## src/rtl/move_rec_pkg.sv

```systemverilog
// Shared definitions for the move recorder and the display block.
// Holds move codes, list capacity, the FSM state type and the button
// priority decoder.
package move_rec_pkg;

  // Move codes packed two bits per move into the list
  localparam logic [1:0] MvDo = 2'd0;
  localparam logic [1:0] MvLe = 2'd1;
  localparam logic [1:0] MvUp = 2'd2;
  localparam logic [1:0] MvRi = 2'd3;

  localparam int unsigned MaxMv = 32;  // 64-bit list / 2 bits per move
  localparam int unsigned BtnW  = 5;   // [4] up, [3] down, [2] left, [1] right, [0] undo

  typedef enum logic [1:0] {
    StIdle,
    StAccept,
    StHold
  } state_e;

  typedef struct packed {
    logic       undo;
    logic [1:0] code;
  } act_t;

  // Highest-index button wins; undo only when no direction is pressed.
  function automatic act_t decode_btn(input logic [BtnW-1:0] b);
    act_t a;
    a.undo = 1'b0;
    a.code = MvDo;
    if (b[4])      a.code = MvUp;
    else if (b[3]) a.code = MvDo;
    else if (b[2]) a.code = MvLe;
    else if (b[1]) a.code = MvRi;
    else           a.undo = b[0];
    return a;
  endfunction

endpackage

```

## src/rtl/move_rec_btn_sync.sv

```systemverilog
// Button conditioning for move_rec (the btn_sync block): 2-flop synchronizer
// followed by a register that only samples on prescaler wrap, which debounces.
// Ports:
//   clk, rst_n : clock, asynchronous active-low reset
//   btn        : raw button bus
//   smp        : sampled (debounced) buttons, updated on wrap
//   tick       : one-cycle pulse in the cycle smp holds a fresh sample
module move_rec_btn_sync #(
  parameter int unsigned TICK_W = 12,
  parameter int unsigned BTN_W  = 5
) (
  input  logic             clk,
  input  logic             rst_n,
  input  logic [BTN_W-1:0] btn,
  output logic [BTN_W-1:0] smp,
  output logic             tick
);

  logic [BTN_W-1:0]  sync1_q, sync2_q, smp_q;
  logic [TICK_W-1:0] presc_q;
  logic              tick_q;
  logic              wrap;

  assign wrap = &presc_q;

  always_ff @(posedge clk or negedge rst_n) begin
    if (!rst_n) begin
      sync1_q <= '0;
      sync2_q <= '0;
      smp_q   <= '0;
      presc_q <= '0;
      tick_q  <= 1'b0;
    end else begin
      sync1_q <= btn;
      sync2_q <= sync1_q;
      presc_q <= presc_q + 1'b1;
      tick_q  <= wrap;
      if (wrap) smp_q <= sync2_q;
    end
  end

  assign smp  = smp_q;
  assign tick = tick_q;

endmodule

```

## src/rtl/move_rec.sv

```systemverilog
// Move recorder: debounces five buttons and keeps a packed list of up to
// MAX_MV two-bit moves. Optional undo on btn[0] when MOVE_REC_UNDO_EN is
// defined; otherwise btn[0] is ignored entirely.
// Ports:
//   clk, rst_n : clock, asynchronous active-low reset
//   rec_en     : recording enable
//   clr        : synchronous clear of the list (forces HOLD)
//   btn        : raw buttons [4] up, [3] down, [2] left, [1] right, [0] undo
//   ord        : packed list, move i in bits [2i+1:2i]
//   cnt        : number of recorded moves
//   mv_valid   : one-cycle pulse per accepted move, mv_code its code
//   full       : list holds MAX_MV moves
module move_rec
  import move_rec_pkg::*;
#(
  parameter int unsigned TICK_W = 12,
  parameter int unsigned MAX_MV = MaxMv
) (
  input  logic            clk,
  input  logic            rst_n,
  input  logic            rec_en,
  input  logic            clr,
  input  logic [BtnW-1:0] btn,
  output logic [63:0]     ord,
  output logic [63:0]     cnt,
  output logic            mv_valid,
  output logic [1:0]      mv_code,
  output logic            full
);

  localparam int unsigned CntW = $clog2(MAX_MV + 1);
  localparam int unsigned PosW = 6;  // bit position within the 64-bit list

  logic [BtnW-1:0] smp, eff;
  logic            tick;
  act_t            act;
  state_e          state_q, state_d;
  logic [63:0]     ord_q, ord_d;
  logic [CntW-1:0] cnt_q, cnt_d, cnt_m1;
  logic [PosW-1:0] wr_pos, un_pos;
  logic            is_full;

  move_rec_btn_sync #(
    .TICK_W (TICK_W),
    .BTN_W  (BtnW)
  ) u_btn_sync (
    .clk   (clk),
    .rst_n (rst_n),
    .btn   (btn),
    .smp   (smp),
    .tick  (tick)
  );

`ifdef MOVE_REC_UNDO_EN
  assign eff = smp;
`else
  // Undo masked out so it can neither start a press nor keep HOLD busy
  assign eff = {smp[BtnW-1:1], 1'b0};
`endif

  assign act     = decode_btn(eff);
  assign is_full = (cnt_q == CntW'(MAX_MV));
  assign cnt_m1  = cnt_q - 1'b1;
  assign wr_pos  = PosW'({cnt_q, 1'b0});
  assign un_pos  = PosW'({cnt_m1, 1'b0});

  // State register
  always_ff @(posedge clk or negedge rst_n) begin
    if (!rst_n) state_q <= StIdle;
    else        state_q <= state_d;
  end

  // Next-state logic
  always_comb begin
    state_d = state_q;
    unique case (state_q)
      StIdle:   if (tick && rec_en && (|eff)) state_d = StAccept;
      StAccept: state_d = StHold;
      StHold:   if (tick && !(|eff)) state_d = StIdle;
      default:  state_d = StIdle;
    endcase
    if (clr) state_d = StHold;
  end

  // Outputs and list update; clr overrides the action of an ACCEPT cycle
  always_comb begin
    mv_valid = 1'b0;
    mv_code  = MvDo;
    ord_d    = ord_q;
    cnt_d    = cnt_q;
    if (clr) begin
      ord_d = '0;
      cnt_d = '0;
    end else if (state_q == StAccept) begin
      if (!act.undo) begin
        if (!is_full) begin
          ord_d[wr_pos +: 2] = act.code;
          cnt_d              = cnt_q + 1'b1;
          mv_valid           = 1'b1;
          mv_code            = act.code;
        end
      end else if (cnt_q != '0) begin
        ord_d[un_pos +: 2] = 2'b00;
        cnt_d              = cnt_m1;
      end
    end
  end

  always_ff @(posedge clk or negedge rst_n) begin
    if (!rst_n) begin
      ord_q <= '0;
      cnt_q <= '0;
    end else begin
      ord_q <= ord_d;
      cnt_q <= cnt_d;
    end
  end

  assign ord  = ord_q;
  assign cnt  = {{(64 - CntW){1'b0}}, cnt_q};
  assign full = is_full;

endmodule
```

## config.mk

```make
export PLATFORM = sky130hd
export DESIGN_NAME = move_rec
export DESIGN_NICKNAME = d
export VERILOG_FILES = /design/src/rtl/move_rec_pkg.sv /design/src/rtl/move_rec_btn_sync.sv /design/src/rtl/move_rec.sv
export SDC_FILE = /design/constraint.sdc
export NUM_CORES = 1
export LEC_CHECK = 0
export CORE_AREA = 3 3 135 137
export CTS_CLUSTER_SIZE = 10
export DETAILED_ROUTE_END_ITERATION = 6
export DIE_AREA = 0 0 138 140
export PLACE_DENSITY_LB_ADDON = 0.05
export SKIP_LAST_GASP = 1
export SLEW_MARGIN = 20
export SYNTH_ARGS = -nofsm -noshare
export SYNTH_HDL_FRONTEND = slang
export SYNTH_HIERARCHICAL = 1
export SYNTH_SLANG_ARGS = --single-unit
```

## constraint.sdc

```tcl
create_clock -name clk -period 2.8 [get_ports clk]
set_input_delay 0.56 -clock clk [delete_from_list [all_inputs] [get_ports clk]]
set_output_delay 0.56 -clock clk [all_outputs]
set_load 0.01 [all_outputs]
```

# Yosys cells after proc, flatten, opt, wreduce, memory -nomap -nowiden
# Cells that the tools add are included.
# W data, S select, Z words.
word_totals:
  output_inout_bits: 132
  reg_bits: 100
  wordCells: 50
  in_bits: 9
op_classes:
  muxes: 21
  shift: 2
  n_eq_ne: 6
  addsub: 3
  reduce_logical: 10
ops:
  columns: ["op", "count"]
  rows:
  - ["$mux W64", 3]
  - ["$bwmux W64", 1]
  - ["$shift A2 B8 Y64 const A", 1]
  - ["$shiftx A2 B8 Y64", 1]
  - ["$mux W2", 10]
  - ["$mux W6", 3]
  - ["$add A12 B1 Y12 const B", 1]
  - ["$reduce_and A12 Y1", 1]
  - ["$neg A6 Y8", 1]
  - ["$add A6 B1 Y6 const B", 1]
  - ["$eq A6 B6 Y1 const B", 1]
  - ["$ne A3 B3 Y1 const B", 2]
  - ["$pmux W2 S3", 1]
  - ["$reduce_and A2 Y1", 2]
  - ["$reduce_or A4 Y1", 1]
  - ["$logic_and A1 B1 Y1", 3]
  - ["$mux W1", 3]
  - ["$eq A2 B1 Y1 const B", 1]
  - ["$eq A2 B2 Y1 const B", 1]
  - ["$logic_not A2 Y1", 1]
  - ["$ne A2 B2 Y1 const B", 1]
  - ["$reduce_bool A2 Y1", 1]
  - ["$logic_not A1 Y1", 1]

# Longest topological paths before layout
depth:
  depth_word: 9
  ltp_mapped: 10
  depth_no_buf: 7

# Hierarchy
# Netlist, hierarchy kept.
by_module_without_submodules:
  columns: ["module", "n_inst", "cells_each", "area_each_um2"]
  rows:
  - ["move_rec", 1, 434, 4132.7]
  - ["move_rec_btn_sync", 1, 61, 984.7]

# Least setup slack after synthesis
# Ideal clock, no wire load.
synth_timing:
  path_type: "reg2out"
  start: "register cnt_q[0]"
  end: "output port mv_code[1]"
  path_slack_ns: 0.259
  t_required_ns: 2.240
  stages_incl_launch_ff: 8
  arrival_time_ns: 1.981
  cell_sequence: "dfrtp_1 -> clkbuf_1 -> inv_1 -> ha_1 -> nor4b_2 -> and2_1 -> nand2b_1 -> nor3_1"
synth_via:
  elab_chain_cells: 4
synth_rtl:
  columns: ["element", "line_no", "rtl"]
  rows:
  - ["from (decl)", "move_rec.sv:39", "logic [CntW-1:0] cnt_q, cnt_d, cnt_m1;"]
  - ["from (signal assigned)", "move_rec.sv:115", "cnt_q <= cnt_d;"]
  - ["$eq A6 B6 Y1", "move_rec.sv:62", "assign is_full = (cnt_q == CntW'(MAX_MV));"]
  - ["via full", "move_rec.sv:28", "output logic full"]
  - ["$mux W2", "move_rec.sv:96", "if (!is_full) begin"]
  - ["$mux W2", "move_rec.sv:94", "end else if (state_q == StAccept) begin"]
  - ["$mux W2", "move_rec.sv:91", "if (clr) begin"]
  - ["to (decl)", "move_rec.sv:27", "output logic [1:0] mv_code,"]
# The timed path passes the listed nets, and every way through them passes these cells.

# Final worst setup path
layout_timing:
  start: "register cnt_q[0]"
  end: "output port mv_valid"
layout_via:
  elab_chain_cells: 4
layout_rtl:
  columns: ["element", "line_no", "rtl"]
  rows:
  - ["$eq A6 B6 Y1", "move_rec.sv:62", null]
  - ["$mux W1", "move_rec.sv:96", null]
  - ["$mux W1", "move_rec.sv:94", null]
  - ["$mux W1", "move_rec.sv:91", null]
  - ["to (decl)", "move_rec.sv:26", "output logic mv_valid,"]
# Every way passes these cells.

==> flow_summary.yaml <==
cells_and_area:
  post_route_cells_drive_above_1_share_pct: 9.710
  final_nets: 597
  n_antenna_cell: 0
  layout.cells.non_filler: 812
  flow.area_growth_from_synthesis_pct: 24.04
worst_setup_path:
  cp_max_fo: 4
  cpLargestDelayFamily: "buffers and inverters"
  critical_path_required_ps: 2240
  worst_path_largest_cell_delay_ps: 540
  setup.worst_path.start_class: "register"
  worst_r2r_startpoint: "cnt_q[0]"
  timing.critical_path.arrival_ps: 2100
  timing.critical_path.to_type: "primary output"
  timing.critical_path.slowest_stage_cell: "clkdlybuf4s50_1"
  critical_path.n_buffers_inverters: 2
  critical_path_class: "reg2out"
  worst_setup_path_startpoint: "cnt_q[0]"
  path_cells: "inv_2, ha_1, nor4b_4, and2_4, nand2b_1, nor2_1, clkdlybuf4s50_1"
route:
  avgViaCountPerCell: 4.658
  vias: 3782
  routed_wl_um: 14120
  drt_pass1_iterations: 4
  drt_first_iter_violations: 153
  post-route-drc-count: 0
  routedWlPerCell_um: 17.39
  route.antenna.remaining_nets: 0
cts:
  cts_root_buffer: "clkbuf_16"
  cts_made_buffers: 9
  htreeDepth: 3
  cts_tree: "built"
  cts_hold_buffers: 0
  clkLatencyLatePin_ps: 350
  cts-root-to-sink-buffers: 2
  clock-sinks: 97
  cts.clk_slew.worst_paths_ps: 60
floorplanning:
  floorplan.io_pins: 141
  floorplan.core_area_um2: 17180
  design.die.area_um2: 19320
  die_x_um: 138
  starting_density_of_the_core_pct: 29.27
  fp.dieH_um: 140
  num_rows: 48
power:
  static-leakage-power_nw: 2.749
  ir_worst_vdd_mv: 0.3009
  switching_share_pct: 23.45
  p_int_w: 0.002024
  cellPowerDensity_nw_per_um2: 423.9
  net-switching-power_w: 0.0006199
  p_clk_share_pct: 42.7
  seqPwrFrac_pct: 53.3
  combinational_fraction_of_design_power_pct: 4.1
global_route:
  grt.overflow.total: 0
  antenna_found_initial: 0
  grt_pass1_wl_um: 22340
  grt_max_degree: 49
  via_count_of_the_first_global_routing_pass: 3834
  grt_util_all_layers_pct: 14.59
sta:
  fin_setup_tns_ps: 0
  timing.final.hold_violations: 0
  slew_at_the_pin_with_the_worst_max_slew_slack_ps: 802.8
  final-max-slew-violation-count: 0
  timing.slew.headroom_pct: 46.37
  highest_clock_frequency_the_design_can_meet_ghz: 0.3761
  fin_crit_ps: 2659
  rsz0062_at_grt: "false"
  timing.final.setup_violations: 0
  timing.final.crit_share_pct: 94.97
  final.setup_skew_ps: 6.154
placement:
  place.port_buffers: 81
  detailed_place_hpwl_um: 10440
  globalplace.congestion: 0.7726
  numPlacedInstances: 796
job:
  max_cap_viol_count: 0
logic_synthesis:
  post_synth.cell_area_avg_um2: 10.24
  warnings_synthesis: 6
  synth.cell_area_um2: 5027
  syn_inst: 491
run_status:
  status: "finished clean"
worst_hold_path:
  holdCritPathClass: "in2async"
## per-stage QoR
step                setup slack, ps  total power (W)  instance area (µm²)  util [%]  hold WS (ps)
global route                  30.87         0.002760                 6236     36.31         166.3
global placement              266.3         0.001541                 5963     34.72         332.7
floorplan                     259.4         0.001551                 5241         -         264.4
CTS                           11.80         0.002687                 6225     36.24         148.1
finish                        140.9         0.002643                 6236     36.31         140.6
detailed placement            198.1         0.001543                 5963     34.72         334.7
## state kept, by name, indices dropped and copies added, names as in the netlist
register            cells
state_q                 2
u_btn_sync/sync1_q      4
u_btn_sync/presc_q     12
cnt_q                   6
u_btn_sync/tick         1
ord                    64
u_btn_sync/smp          4
u_btn_sync/sync2_q      4
## worst paths after layout
path                                         end  slack [ps]  cells after the start
setup / recovery                        mv_valid         140                      7
hold / removal                           ord[49]         140                      1
setup reg to reg                         ord[53]         230                      8
hold reg to reg            u_btn_sync/sync2_q[3]         350                      0
max in group asynchronous      u_btn_sync/smp[1]        2010                      2
min in group clk           u_btn_sync/sync2_q[3]         350                      0
## layout make-up
type	instances	area [µm²]
repair buffers	103	978.4
fillers	1771	10940
inverters	15	56.30
clock inverters	6	35.03
clock buffers	10	229.0
multi-input cells	356	2228
well taps	225	281.5
flip-flops and latches	97	2427
## placed cells by master, fill, tap and decap left out, drive strengths merged, types with 3 or more instances in the layout
| master | instances |
|---|---|
| dfrtp | 97 |
| clkdlybuf4s50 | 77 |
| conb | 58 |
| nand2 | 32 |
| nor2 | 29 |
| buf | 24 |
| nand2b | 21 |
| o21ai | 20 |
| a22o | 18 |
| o2bb2ai | 17 |
| inv | 15 |
| a21oi | 14 |
| xnor2 | 12 |
| nor3 | 11 |
| and3 | 11 |
| a31oi | 10 |
| nand3b | 10 |
| clkbuf | 10 |
| nand3 | 9 |
| mux2i | 7 |
| o32ai | 7 |
| nor2b | 6 |
| xor2 | 6 |
| ha | 6 |
| and2 | 6 |
| nor4 | 5 |
| nand4 | 5 |
| clkinv | 4 |
| mux2 | 4 |
| or2 | 3 |
## power groups by stage
stage                     Clock [W]  Sequential (W)  Combinational (W)
after floorplan                   0         0.00143           0.000116
after global placement            0         0.00143           0.000107
after detailed placement          0         0.00143           0.000108
after CTS                   0.00117         0.00141           0.000108
after global routing        0.00123         0.00141           0.000122
final                       0.00113         0.00141           0.000107
## timing repair
item                       CTS  global route
setup buffers                0             0
setup endpoints to repair    2             1
gates resized for setup      2             4
## routing by layer
metal / track usage (%) / vias to the layer above / wire, µm
met4: 4.212 / 0 / 250
met5: 0 / - / 0
met3: 3.073 / 15 / 487
met2: 23.82 / 90 / 6882
li1: - / 1795 / -
met1: 19.67 / 1882 / 6499
Note: power is estimated with default switching activity, not from simulation.
